==> config.mk <==
export PLATFORM = sky130hd
export DESIGN_NAME = multicycle_mips_controller
export DESIGN_NICKNAME = d
export VERILOG_FILES = /design/src/rtl/multicycle_mips_controller.sv
export SDC_FILE = /design/constraint.sdc
export NUM_CORES = 1
export LEC_CHECK = 0
export BUFFER_PORTS_ARGS = -buffer_cell sky130_fd_sc_hd__buf_2
export CORE_UTILIZATION = 51
export CTS_BUF_LIST = sky130_fd_sc_hd__clkbuf_8
export DETAILED_ROUTE_END_ITERATION = 16
export GPL_TIMING_DRIVEN = 0
export PLACE_DENSITY = 0.87
export SLEW_MARGIN = 20
export SYNTH_ARGS = -nofsm -noshare
export SYNTH_HDL_FRONTEND = slang
export SYNTH_SLANG_ARGS = --single-unit
==> constraint.sdc <==
create_clock -name i_clk -period 2.2 [get_ports i_clk]
set_input_delay 0.11 -clock i_clk [delete_from_list [all_inputs] [get_ports i_clk]]
set_output_delay 0.11 -clock i_clk [all_outputs]
set_load 0.01 [all_outputs]
==> src/rtl/multicycle_mips_controller.sv <==
// Moore control FSM for the multicycle MIPS datapath: 3-5 states per instruction,
// outputs decoded combinationally from the state register (BR PCLoad also uses i_zero).
module multicycle_mips_controller (
    input  logic       i_clk,
    input  logic       i_rst,
    input  logic [5:0] i_opcode,
    input  logic [5:0] i_funccode,
    input  logic       i_zero,
    output logic [2:0] o_ALUOperation,
    output logic [1:0] o_PCSrc,
    output logic [1:0] o_ALUSrcB,
    output logic       o_ALUSrcA,
    output logic       o_PCLoad,
    output logic       o_IRWrite,
    output logic       o_IorD,
    output logic       o_MemRead,
    output logic       o_MemWrite,
    output logic       o_MemtoReg,
    output logic       o_RegDst,
    output logic       o_lastReg,
    output logic       o_PCtoReg,
    output logic       o_RegWrite,
    output logic [3:0] o_state,
    output logic       o_illegal
);

    localparam logic [3:0] S_FETCH  = 4'd0;
    localparam logic [3:0] S_DECODE = 4'd1;
    localparam logic [3:0] S_MEMADR = 4'd2;
    localparam logic [3:0] S_MEMRD  = 4'd3;
    localparam logic [3:0] S_MEMWB  = 4'd4;
    localparam logic [3:0] S_MEMWR  = 4'd5;
    localparam logic [3:0] S_REX    = 4'd6;
    localparam logic [3:0] S_RWB    = 4'd7;
    localparam logic [3:0] S_BR     = 4'd8;
    localparam logic [3:0] S_IEX    = 4'd9;
    localparam logic [3:0] S_IWB    = 4'd10;
    localparam logic [3:0] S_J      = 4'd11;
    localparam logic [3:0] S_JAL    = 4'd12;
    localparam logic [3:0] S_JR     = 4'd13;
    localparam logic [3:0] S_ERR    = 4'd14;

    localparam logic [5:0] OP_RTYPE = 6'b000000;
    localparam logic [5:0] OP_LW    = 6'b100011;
    localparam logic [5:0] OP_SW    = 6'b101011;
    localparam logic [5:0] OP_BEQ   = 6'b000100;
    localparam logic [5:0] OP_BNE   = 6'b000101;
    localparam logic [5:0] OP_ADDI  = 6'b001000;
    localparam logic [5:0] OP_SLTI  = 6'b001010;
    localparam logic [5:0] OP_J     = 6'b000010;
    localparam logic [5:0] OP_JAL   = 6'b000011;

    localparam logic [5:0] FN_ADD   = 6'b100000;
    localparam logic [5:0] FN_SUB   = 6'b100010;
    localparam logic [5:0] FN_AND   = 6'b100100;
    localparam logic [5:0] FN_OR    = 6'b100101;
    localparam logic [5:0] FN_SLT   = 6'b101010;
    localparam logic [5:0] FN_JR    = 6'b001000;

    localparam logic [2:0] ALU_AND  = 3'b000;
    localparam logic [2:0] ALU_OR   = 3'b001;
    localparam logic [2:0] ALU_ADD  = 3'b010;
    localparam logic [2:0] ALU_SUB  = 3'b011;
    localparam logic [2:0] ALU_SLT  = 3'b100;

    logic [3:0] r_state;
    logic [3:0] w_next;
    logic       w_rtype_alu;

    logic [2:0] w_aluop;
    logic [1:0] w_pcsrc;
    logic [1:0] w_srcb;
    logic       w_srca;
    logic       w_pcload;
    logic       w_irwrite;
    logic       w_iord;
    logic       w_memread;
    logic       w_memwrite;
    logic       w_memtoreg;
    logic       w_regdst;
    logic       w_lastreg;
    logic       w_pctoreg;
    logic       w_regwrite;
    logic       w_illegal;

    assign w_rtype_alu = (i_funccode == FN_ADD) || (i_funccode == FN_SUB) ||
                         (i_funccode == FN_AND) || (i_funccode == FN_OR)  ||
                         (i_funccode == FN_SLT);

    always_ff @(posedge i_clk or negedge i_rst) begin
        if (!i_rst) begin
            r_state <= S_FETCH;
        end else begin
            r_state <= w_next;
        end
    end

    always_comb begin
        w_next = S_ERR;
        case (r_state)
            S_FETCH:  w_next = S_DECODE;
            S_DECODE: begin
                case (i_opcode)
                    OP_RTYPE: begin
                        if (w_rtype_alu)              w_next = S_REX;
                        else if (i_funccode == FN_JR) w_next = S_JR;
                        else                          w_next = S_ERR;
                    end
                    OP_LW, OP_SW:     w_next = S_MEMADR;
                    OP_BEQ, OP_BNE:   w_next = S_BR;
                    OP_ADDI, OP_SLTI: w_next = S_IEX;
                    OP_J:             w_next = S_J;
                    OP_JAL:           w_next = S_JAL;
                    default:          w_next = S_ERR;
                endcase
            end
            // IR is held, so the opcode still selects load versus store here
            S_MEMADR: begin
                if (i_opcode == OP_LW)      w_next = S_MEMRD;
                else if (i_opcode == OP_SW) w_next = S_MEMWR;
                else                        w_next = S_ERR;
            end
            S_MEMRD:  w_next = S_MEMWB;
            S_MEMWB:  w_next = S_FETCH;
            S_MEMWR:  w_next = S_FETCH;
            S_REX:    w_next = S_RWB;
            S_RWB:    w_next = S_FETCH;
            S_BR:     w_next = S_FETCH;
            S_IEX:    w_next = S_IWB;
            S_IWB:    w_next = S_FETCH;
            S_J:      w_next = S_FETCH;
            S_JAL:    w_next = S_FETCH;
            S_JR:     w_next = S_FETCH;
            S_ERR:    w_next = S_ERR;
            default:  w_next = S_ERR;
        endcase
    end

    always_comb begin
        w_aluop    = 3'b000;
        w_pcsrc    = 2'b00;
        w_srcb     = 2'b00;
        w_srca     = 1'b0;
        w_pcload   = 1'b0;
        w_irwrite  = 1'b0;
        w_iord     = 1'b0;
        w_memread  = 1'b0;
        w_memwrite = 1'b0;
        w_memtoreg = 1'b0;
        w_regdst   = 1'b0;
        w_lastreg  = 1'b0;
        w_pctoreg  = 1'b0;
        w_regwrite = 1'b0;
        w_illegal  = 1'b0;
        case (r_state)
            S_FETCH: begin
                w_memread = 1'b1;
                w_irwrite = 1'b1;
                w_pcload  = 1'b1;
                w_srcb    = 2'b01;
                w_aluop   = ALU_ADD;
            end
            S_DECODE: begin
                w_srcb  = 2'b11;
                w_aluop = ALU_ADD;
            end
            S_MEMADR: begin
                w_srca  = 1'b1;
                w_srcb  = 2'b10;
                w_aluop = ALU_ADD;
            end
            S_MEMRD: begin
                w_memread = 1'b1;
                w_iord    = 1'b1;
            end
            S_MEMWB: begin
                w_regwrite = 1'b1;
                w_memtoreg = 1'b1;
            end
            S_MEMWR: begin
                w_memwrite = 1'b1;
                w_iord     = 1'b1;
            end
            S_REX: begin
                w_srca = 1'b1;
                case (i_funccode)
                    FN_SUB:  w_aluop = ALU_SUB;
                    FN_AND:  w_aluop = ALU_AND;
                    FN_OR:   w_aluop = ALU_OR;
                    FN_SLT:  w_aluop = ALU_SLT;
                    default: w_aluop = ALU_ADD;
                endcase
            end
            S_RWB: begin
                w_regwrite = 1'b1;
                w_regdst   = 1'b1;
            end
            // Branch target was computed into ALURes during DECODE
            S_BR: begin
                w_srca   = 1'b1;
                w_aluop  = ALU_SUB;
                w_pcsrc  = 2'b10;
                w_pcload = (i_opcode == OP_BNE) ? ~i_zero : i_zero;
            end
            S_IEX: begin
                w_srca  = 1'b1;
                w_srcb  = 2'b10;
                w_aluop = (i_opcode == OP_SLTI) ? ALU_SLT : ALU_ADD;
            end
            S_IWB: begin
                w_regwrite = 1'b1;
            end
            S_J: begin
                w_pcsrc  = 2'b01;
                w_pcload = 1'b1;
            end
            S_JAL: begin
                w_pcsrc    = 2'b01;
                w_pcload   = 1'b1;
                w_regwrite = 1'b1;
                w_lastreg  = 1'b1;
                w_pctoreg  = 1'b1;
            end
            S_JR: begin
                w_pcsrc  = 2'b11;
                w_pcload = 1'b1;
            end
            S_ERR: begin
                w_illegal = 1'b1;
            end
            default: begin
                w_illegal = 1'b0;
            end
        endcase
    end

    // Outputs are gated by reset so a write in flight is cut off the moment reset falls
    assign o_ALUOperation = i_rst ? w_aluop : 3'b000;
    assign o_PCSrc        = i_rst ? w_pcsrc : 2'b00;
    assign o_ALUSrcB      = i_rst ? w_srcb  : 2'b00;
    assign o_ALUSrcA      = i_rst & w_srca;
    assign o_PCLoad       = i_rst & w_pcload;
    assign o_IRWrite      = i_rst & w_irwrite;
    assign o_IorD         = i_rst & w_iord;
    assign o_MemRead      = i_rst & w_memread;
    assign o_MemWrite     = i_rst & w_memwrite;
    assign o_MemtoReg     = i_rst & w_memtoreg;
    assign o_RegDst       = i_rst & w_regdst;
    assign o_lastReg      = i_rst & w_lastreg;
    assign o_PCtoReg      = i_rst & w_pctoreg;
    assign o_RegWrite     = i_rst & w_regwrite;
    assign o_state        = i_rst ? r_state : 4'd0;
    assign o_illegal      = i_rst & w_illegal;

endmodule

==> flow_metrics.env <==
export IMPL_netSwitchingPower_uw=570
export IMPL_cp_slowest_cell="dfrtp_1"
export IMPL_synth_distinct_cells=45
export IMPL_track_usage_pct=27.1
export IMPL_cts_sinks=4
export IMPL_synth_seq_area_share_pct=12.4
export IMPL_fmax_mhz=554
export IMPL_layout_setup_ws_ns=0.393
export IMPL_clk_pin_slew_worst_paths_ns=0.03
export IMPL_outcome="complete, no violations"
export IMPL_power_leakage_uw=0.000518
export IMPL_netlist_area_sq_um=805
export IMPL_crit_type="flip-flop to output pin"
export IMPL_root_buffer="clkbuf_8"
export IMPL_dr_pass1_iters=4
export IMPL_fp_row_count=13
export IMPL_top_register="r_state"
export IMPL_end_kind="output pin"
export IMPL_finalWirelength_um=2240
export IMPL_grt_antenna_before_repair=0
export IMPL_yosys_top_cells_area="dfrtp_1 (12%), nor2_1 (9.3%), nand2_1 (6.1%)"
export IMPL_fp_dieH_um=41.7
export IMPL_yosys_cell_count_top_type="nor2_1"
export IMPL_p_clk_share_pct=13.9
export IMPL_yosys_top_cells_count="nor2_1 (20), nand2_1 (13)"
export IMPL_swShare_pct=50.5
export IMPL_largest_reg_flops=4
export IMPL_path_buf_inv=1
export IMPL_dp_slack_ns=0.677
export IMPL_drt_initial_drc_count=46
export IMPL_antenna_left=0
export IMPL_dieArea_sq_um=1740
export IMPL_portBuffers=37
export IMPL_gp_congestion=0.903
export IMPL_grt_max_degree=12
export IMPL_powerDensity_nw_per_um2=1060
export IMPL_dp_hpwl_um=1760
export IMPL_holdBufCountCts=1
export IMPL_setup_tns_ns=0
export IMPL_p_int_uw=559
export IMPL_cts_tree="built"
export IMPL_synth_warnings=0
export IMPL_grt_pass1_vias=899
export IMPL_diodes=0
export IMPL_hold_class="input pin to asynchronous set/reset pin"
export IMPL_worstPathMaxFanout=7
export IMPL_cts_buffer_depth=2
export IMPL_synth_area_per_cell_sq_um=6.65
export IMPL_worstPathRequired_ns=2.09
export IMPL_synth_edf_count=0
export IMPL_top_regs="r_state: 4 flops"
export IMPL_synth_top_area_cell="dfrtp_1"
export IMPL_final_hold_viol_count=0
export IMPL_area_growth_pct=31.7
export IMPL_fin_crit_ns=1.81
export IMPL_drc_errors=0
export IMPL_slew_violations=0
export IMPL_fin_worst_skew_ns=0.00735
export IMPL_cap_violations=0
export IMPL_vdd_drop_max_mv=0.656
export IMPL_worst_slew_pin_slew_ns=0.455
export IMPL_synth_top_area_share_pct=12.4
export IMPL_clock_latency_ns=0.22
export IMPL_final_cells=177
export IMPL_initial_core_util_pct=58.2
export IMPL_crit_family="compound AO/OA/AOI/OAI gates"
export IMPL_layout_drive_gt1_share_pct=32.7
export IMPL_rsz0062_at_grt="false"
export IMPL_nNetsFinal=179
export IMPL_core_area_sq_um=1380
export IMPL_die_w_um=41.7
export IMPL_max_stage_delay_ns=0.46
export IMPL_cts_buffers=3
export IMPL_whs_ns=0.272
export IMPL_synthCells=121
export IMPL_pwr_share_comb_pct=72.7
export IMPL_period_share_pct=82.1
export IMPL_setup_violations=0
export IMPL_placed_cell_area_sq_um=1010
export IMPL_path_cells="nor3b_2 > o21ai_1 > a31o_1 > a31oi_1 > buf_2"
export IMPL_synth_flop_cell="dfrtp_1"
export IMPL_placed_cells=173
export IMPL_grt_pass1_wl_um=3790
export IMPL_p_seq_share_pct=13.5
export IMPL_cts_max_level=1
export IMPL_start_kind="flip-flop"
export IMPL_design_area_sq_um=1060
export IMPL_cts_resized=0
export IMPL_num_vias=1064
export IMPL_viasPerCell=6.01
export IMPL_synth_seq_cells=4
export IMPL_overflow=0
export IMPL_cts_setup_buffers=0
export IMPL_wire_per_inst_um=12.7
export IMPL_io_pins=38
export IMPL_crit_arrival_ns=1.70
export IMPL_synthArstFlopShare_pct=100
export IMPL_syn_nets=136
export IMPL_timing_slew_headroom_pct=69.7
==> stage by stage <==
step / total power, uW / util (%)
final: 1130 / 76.7
after global routing: 1220 / 76.7
after CTS: 1120 / 76.7
after detailed placement: 950 / 72.9
after global placement: 936 / 72.9
after floorplan: 724 / -
==> area by class of cell <==
cell class,count,area (sq um)
multi-input combinational,107,647
fill,118,323
timing repair buffer,38,195
sequential,4,100
buffer,7,46.3
clock buffer,3,41.3
tap,15,18.8
inverter,3,11.3
==> power groups by stage <==
stage	Sequential, uW	Combinational, uW	Clock, uW
after floorplan	143	581	0
after global placement	150	786	0
after detailed placement	152	798	0
after CTS	151	807	158
after global routing	155	900	165
final	152	820	156
==> metal layers <==
layer	global-route usage, %	up-vias	routed length, um	part of all wire [%]
li1	-	524	-	-
met1	34.0	451	911	41
met2	45.0	81	1060	47
met3	3.91	8	223	9.9
met4	12.9	0	51	2.3
met5	0	-	0	0
==> cells in the final DEF (no fill, tap or decap), types with 3 or more instances in the layout <==
master | Yosys | final
nor3_1 | 6 | 6
nand3_1 | 6 | 6
buf_4 | 3 | 3
o21ai_0 | 5 | 5
nand2_1 | 13 | 13
and3_1 | 3 | 3
dfrtp_1 | 4 | 4
nor2_1 | 20 | 20
nand2b_1 | 6 | 6
buf_2 | 1 | 38
inv_1 | 3 | 3
a21oi_1 | 6 | 6
and2_1 | 3 | 3
clkbuf_8 | 0 | 3
xor2_1 | 3 | 3
==> worst paths after layout <==
path                                      start                    to  slack [ns]  depth (start not counted)
min in group i_clk                  i_opcode[3]  r_state[2]$_DFF_PN0_        0.28                          3
min reg2reg                r_state[2]$_DFF_PN0_  r_state[2]$_DFF_PN0_        0.71                          3
max reg2reg                r_state[2]$_DFF_PN0_  r_state[3]$_DFF_PN0_        0.76                          5
max                        r_state[3]$_DFF_PN0_     o_ALUOperation[1]        0.39                          5
max in group asynchronous                 i_rst  r_state[1]$_DFF_PN0_        1.74                          2
min                                       i_rst  r_state[2]$_DFF_PN0_        0.27                          2
==> logic make-up after synthesis <==
logic type,Yosys count,synth area share [%]
DFF,4,12.4
buffers and inverters,10,7.15
xor gates and xnor gates,4,4.36
AOI/OAI and AO/OA,29,24.3
and+or+nand+nor,73,50.5
muxes,1,1.24
Note: power is estimated with default switching activity, not from simulation.
